### config.mk
export PLATFORM = sky130hd
export DESIGN_NAME = sdram_port_arb
export DESIGN_NICKNAME = d
export VERILOG_FILES = /design/src/rtl/sdram_port_arb.sv
export SDC_FILE = /design/constraint.sdc
export NUM_CORES = 1
export LEC_CHECK = 0
export BUFFER_PORTS_ARGS = -buffer_cell sky130_fd_sc_hd__buf_2
export CAP_MARGIN = 20
export CORE_MARGIN = 1
export CORE_UTILIZATION = 49
export CTS_CLUSTER_SIZE = 40
export DETAILED_ROUTE_END_ITERATION = 8
export GPL_TIMING_DRIVEN = 0
export PLACE_DENSITY = 0.81
export SYNTH_ARGS = -nofsm -noshare
export SYNTH_HDL_FRONTEND = slang
export SYNTH_SLANG_ARGS = --single-unit
### constraint.sdc
create_clock -name sclk -period 3.2 [get_ports sclk]
set_input_delay 0.32 -clock sclk [delete_from_list [all_inputs] [get_ports sclk]]
set_output_delay 0.32 -clock sclk [all_outputs]
set_load 0.02 [all_outputs]
### src/rtl/sdram_port_arb.sv
// sdram_port_arb
//   Round-robin scheduler that serialises burst requests from three client ports
//   onto the SDRAM controller's single write/read trigger pair. One burst is in
//   flight at a time; the block waits for the controller's end-of-burst flag (or
//   a timeout) before acknowledging the port and arbitrating again.
//
// Ports
//   sclk          clock, rising edge
//   reset         asynchronous, active-low reset
//   flag_init_end SDRAM initialisation complete; only checked before first use
//   port_req      per-port request level, held until the matching port_done
//   port_we       per-port direction (1 = write, 0 = read)
//   port_addr     per-port address, port i at [i*ADDR_W +: ADDR_W]
//   cmd_done      end-of-burst pulse from the controller
//   wr_trig       one-cycle write trigger
//   rd_trig       one-cycle read trigger
//   cmd_addr      address of the granted burst
//   port_gnt      one-hot grant, ISSUE through WAIT
//   port_done     one-hot one-cycle completion pulse
//   busy          a burst is being issued, waited on or retired
//   timeout_err   sticky, set when a burst is abandoned
module sdram_port_arb #(
    parameter int unsigned ADDR_W  = 24,
    parameter int unsigned TIMEOUT = 1024
) (
    input  logic                  sclk,
    input  logic                  reset,
    input  logic                  flag_init_end,
    input  logic [2:0]            port_req,
    input  logic [2:0]            port_we,
    input  logic [3*ADDR_W-1:0]   port_addr,
    input  logic                  cmd_done,
    output logic                  wr_trig,
    output logic                  rd_trig,
    output logic [ADDR_W-1:0]     cmd_addr,
    output logic [2:0]            port_gnt,
    output logic [2:0]            port_done,
    output logic                  busy,
    output logic                  timeout_err
);

    localparam int unsigned CntW = (TIMEOUT > 1) ? $clog2(TIMEOUT) : 1;
    localparam logic [CntW-1:0] CntLast = CntW'(TIMEOUT - 1);

    typedef enum logic [2:0] {StInit, StIdle, StIssue, StWait, StDone} state_e;

    state_e          state_q;
    logic [1:0]      last_grant_q;
    logic [1:0]      sel_q;
    logic [CntW-1:0] cnt_q;
    logic [CntW-1:0] cnt_nxt;

    logic [1:0]        cand0, cand1, cand2, pick;
    logic [ADDR_W-1:0] pick_addr;

    function automatic logic [1:0] next_port(input logic [1:0] p);
        return (p == 2'd2) ? 2'd0 : p + 2'd1;
    endfunction

    // Search order starts one past the last served port, so a port that was
    // just served is considered last.
    always_comb begin
        cand0 = next_port(last_grant_q);
        cand1 = next_port(cand0);
        cand2 = next_port(cand1);
        pick  = cand2;
        if (port_req[cand1]) pick = cand1;
        if (port_req[cand0]) pick = cand0;
        pick_addr = port_addr[0 +: ADDR_W];
        case (pick)
            2'd1:    pick_addr = port_addr[ADDR_W +: ADDR_W];
            2'd2:    pick_addr = port_addr[2*ADDR_W +: ADDR_W];
            default: pick_addr = port_addr[0 +: ADDR_W];
        endcase
    end

    // The abandon decision looks at the post-increment count so DONE lands
    // exactly TIMEOUT cycles after the trigger cycle.
    assign cnt_nxt = cnt_q + 1'b1;

    always_ff @(posedge sclk or negedge reset) begin
        if (!reset) begin
            state_q      <= StInit;
            last_grant_q <= 2'd2;
            sel_q        <= 2'd0;
            cnt_q        <= '0;
            wr_trig      <= 1'b0;
            rd_trig      <= 1'b0;
            cmd_addr     <= '0;
            port_gnt     <= 3'b000;
            port_done    <= 3'b000;
            busy         <= 1'b0;
            timeout_err  <= 1'b0;
        end else begin
            wr_trig   <= 1'b0;
            rd_trig   <= 1'b0;
            port_done <= 3'b000;
            unique case (state_q)
                StInit: begin
                    if (flag_init_end) state_q <= StIdle;
                end
                StIdle: begin
                    if (|port_req) begin
                        sel_q    <= pick;
                        cmd_addr <= pick_addr;
                        wr_trig  <= port_we[pick];
                        rd_trig  <= ~port_we[pick];
                        port_gnt <= 3'b001 << pick;
                        busy     <= 1'b1;
                        state_q  <= StIssue;
                    end
                end
                StIssue: begin
                    cnt_q   <= '0;
                    state_q <= StWait;
                end
                StWait: begin
                    cnt_q <= cnt_nxt;
                    if (cmd_done) begin
                        port_gnt  <= 3'b000;
                        port_done <= 3'b001 << sel_q;
                        state_q   <= StDone;
                    end else if (cnt_nxt == CntLast) begin
                        timeout_err <= 1'b1;
                        port_gnt    <= 3'b000;
                        port_done   <= 3'b001 << sel_q;
                        state_q     <= StDone;
                    end
                end
                StDone: begin
                    last_grant_q <= sel_q;
                    busy         <= 1'b0;
                    state_q      <= StIdle;
                end
                default: state_q <= StInit;
            endcase
        end
    end

endmodule
==> impl_metrics.toml <==
[pwr]
power_frac_seq_pct = 34.4
pwr-share-comb_pct = 51.1
power.density_nw_per_um2 = 812
clockPowerShare_pct = 14.5
power.total_mw = 2.96
p_sw_share_pct = 45.7
p_sw_mw = 1.35
intPower_mw = 1.61
p_leak_nw = 1.81
peakVddDrop_v = 0.000449

[yosys]
netlist_instances = 334
synth_compound_area_share_pct = 25.8
synth_area_per_cell_sq_um = 8.56
muxShareOfSynthArea_pct = 1.84
ys_types = 48
synth_area_leaders = "dfrtp_1 44%, nand2_1 6.6%, a22oi_1 6.3%"
synth_top_area_share_pct = 43.8
synth_xor_area_share_pct = 0.613
synth-seq-area-share_pct = 44.7
synth-adder-area-share_pct = 2.19
synth_edf_count = 0
synth_top_family_by_area = "compound AO/OA/AOI/OAI gates"
ys_seq_elements = 51
synthFlopType = "dfrtp_1"
synth_area_sq_um = 2860
synth_fp_nets = 421
synth_area_leader_cell = "dfrtp_1"
async_reset_ff_share_pct = 100
yosys.area_share.simple_pct = 19.0
ys_warn_count = 0

[timing]
fin_tns_setup_ns = 0
drv_slew = 0
hold_viol = 0
period_needed_ns = 2.65
setup_viol = 0
timing.slew.headroom_pct = 55.6
rsz0062_at_grt = "no"
fin_skew_ns = 0.00929
fmax_mhz = 378
finalCritPeriodShare_pct = 82.7
tightest_slew_ns = 0.660

[setup_path]
regToRegStartpoint = "last_grant_q[0]"
crit_slowest_cell = "or3b_2"
required_ns = 3.41
path_class = "flip-flop to flip-flop"
setup.worst_path.start_class = "flip-flop"
cp_top_family = "buffers and inverters"
end_kind = "flip-flop"
critPathBufInv = 3
max_stage_delay_ns = 0.44
crit_start = "last_grant_q[0]"
worstPathArrival_ns = 2.86
path_max_fanout = 10
path_cells = "or3b_2, a21oi_1, nor2_1, inv_1, ha_1, clkbuf_1, clkbuf_1, a22oi_1, nor2_1, a21oi_1, o21ai_0"

[clock_tree]
clkTransAtPathRegs_ns = 0.09
cts_tree = "built"
clock_sinks = 51
cts_hold_buf = 0
clock_latency_ns = 0.30
cts.repair.resized = 0
h-tree-depth = 2
cts_root_buf = "clkbuf_8"
clock_path_buffers = 2
post_cts.repair.setup_buffers = 0
cts_made_buffers = 5

[floorplanning]
ioPinCount = 116
start_util_pct = 51.3
fp.coreArea_sq_um = 5570
chipWidth_um = 78.4
dieHeight_um = 78.4
dieArea_sq_um = 6140
num_rows = 27

[job]
maxCapViolCount = 0

[final_layout]
diodes = 0
drive_above_1_share_pct = 31.5
synthToLayoutAreaGrowth_pct = 27.6
layout.nets = 544
fill_cells = 508

[placement]
io_buffers = 115
globalplace.congestion = 0.827
hpwl_mm = 5.96

[detailed_routing]
wl_per_cell_um = 14.5
drt_iter0_drc = 130
ant_nets = 0
routed_wl_mm = 7.68
firstDrtPassIters = 5
drc = 0
vias_per_cell = 5.47
vias = 2892

[global_routing]
grt_usage_pct = 26.2
grt_pass1_vias = 2868
grt_max_degree = 29
grt_overflow = 0
grt_pass1_wl_mm = 12.8
antenna_found_initial = 0

[run_status]
outcome = "finished, final reports clean"

[worst_hold_path]
hold_path_class = "input port to asynchronous set/reset pin"
-- registers in the layout (all words and copies together) (netlist names) --
| register | cells |
|---|---|
| wr_trig | 1 |
| sel_q | 2 |
| cmd_addr | 24 |
| cnt_q | 10 |
| state_q | 3 |
| port_gnt | 3 |
| busy | 1 |
| last_grant_q | 2 |
| port_done | 3 |
| timeout_err | 1 |
| rd_trig | 1 |
-- cells in the mapped netlist, drive strengths merged (4+ instances only) --
library cell,count
nor2,36
nand2,50
inv,11
o21ai,37
a21oi,34
ha,5
clkbuf,17
nor3,5
a21boi,4
dfrtp,50
a22oi,24
nand3,8
buf,8
-- path summary, 6_finish.rpt --
| kind | end | slack, ns | cells after the start |
|---|---|---|---|
| hold / removal | port_gnt[0] | 0.008 | 1 |
| setup / recovery | cmd_addr[20] | 0.55 | 11 |
| hold reg to reg | cmd_addr[21] | 0.48 | 2 |
| max in group asynchronous | cmd_addr[7] | 2.65 | 2 |
| setup reg to reg | cmd_addr[20] | 0.55 | 11 |
| min in group sclk | rd_trig | 0.28 | 4 |
-- metal layers --
metal,up-vias,share of wire [%],global-route usage [%]
met2,117,51,47.3
li1,1422,-,-
met1,1341,41,31.0
met3,12,7.0,6.63
met4,0,1.3,6.11
met5,-,0,0
-- layout by cell type (no fill, tap or decap), drive strengths merged, types with 2 or more instances in the layout --
| cell | synthesis | layout |
|---|---|---|
| and3 | 3 | 3 |
| mux2i | 3 | 3 |
| nor3 | 5 | 5 |
| a21oi | 34 | 34 |
| buf | 8 | 124 |
| mux2 | 2 | 2 |
| o31a | 2 | 2 |
| a22oi | 24 | 24 |
| clkbuf | 17 | 23 |
| o311ai | 3 | 3 |
| a21boi | 4 | 4 |
| a22o | 2 | 2 |
| nand2 | 50 | 50 |
| o31ai | 3 | 3 |
| nor2 | 36 | 36 |
| nand2b | 2 | 2 |
| nand3 | 8 | 8 |
| dfrtp | 50 | 50 |
| o21ai | 37 | 37 |
| nand3b | 2 | 2 |
| and2 | 2 | 2 |
| ha | 5 | 5 |
| nand4b | 2 | 2 |
| nor3b | 2 | 2 |
| inv | 11 | 11 |
| o221ai | 2 | 2 |
-- logic make-up after synthesis --
kind of cell / after synthesis
AOI/OAI and AO/OA: 118
xor gates and xnor gates: 2
buffers and inverters: 36
adders and majority gates: 5
muxes: 5
and+or+nand+nor: 117
DFF: 51
-- cell type report --
class / instances / area, sq um / share of cell area (%)
multi-input cells: 247 / 1410 / 38.8
repair buffers: 116 / 596 / 16.3
clock buffers: 6 / 72.6 / 1.99
clock inverters: 1 / 30.0 / 0.823
well taps: 72 / 90.1 / 2.47
plain buffers: 25 / 126 / 3.46
flip-flops and latches: 51 / 1280 / 35.0
inverters: 11 / 41.3 / 1.13
-- power by group through the flow --
stage	registers (mW)	logic (mW)	clock network [mW]
3_3_place_gp	1.02	1.47	0
4_1_cts	1.02	1.52	0.442
5_1_grt	1.05	1.70	0.467
6_report	1.02	1.51	0.430
3_5_place_dp	1.02	1.52	0
2_1_floorplan	1.18	0.860	0
-- stage by stage --
step	instance area, sq um	utilization, %	setup WS, ns	cells	hold slack, ns
after floorplan	2860	-	0.973	334	0.0244
after global placement	3520	63.2	0.522	521	0.457
after detailed placement	3540	63.6	0.457	522	0.339
after CTS	3650	65.4	0.554	529	0.0148
after global routing	3650	65.4	0.266	529	0.0451
final	3650	65.4	0.554	529	0.00847
No activity file was read; power rests on OpenSTA's default activity.
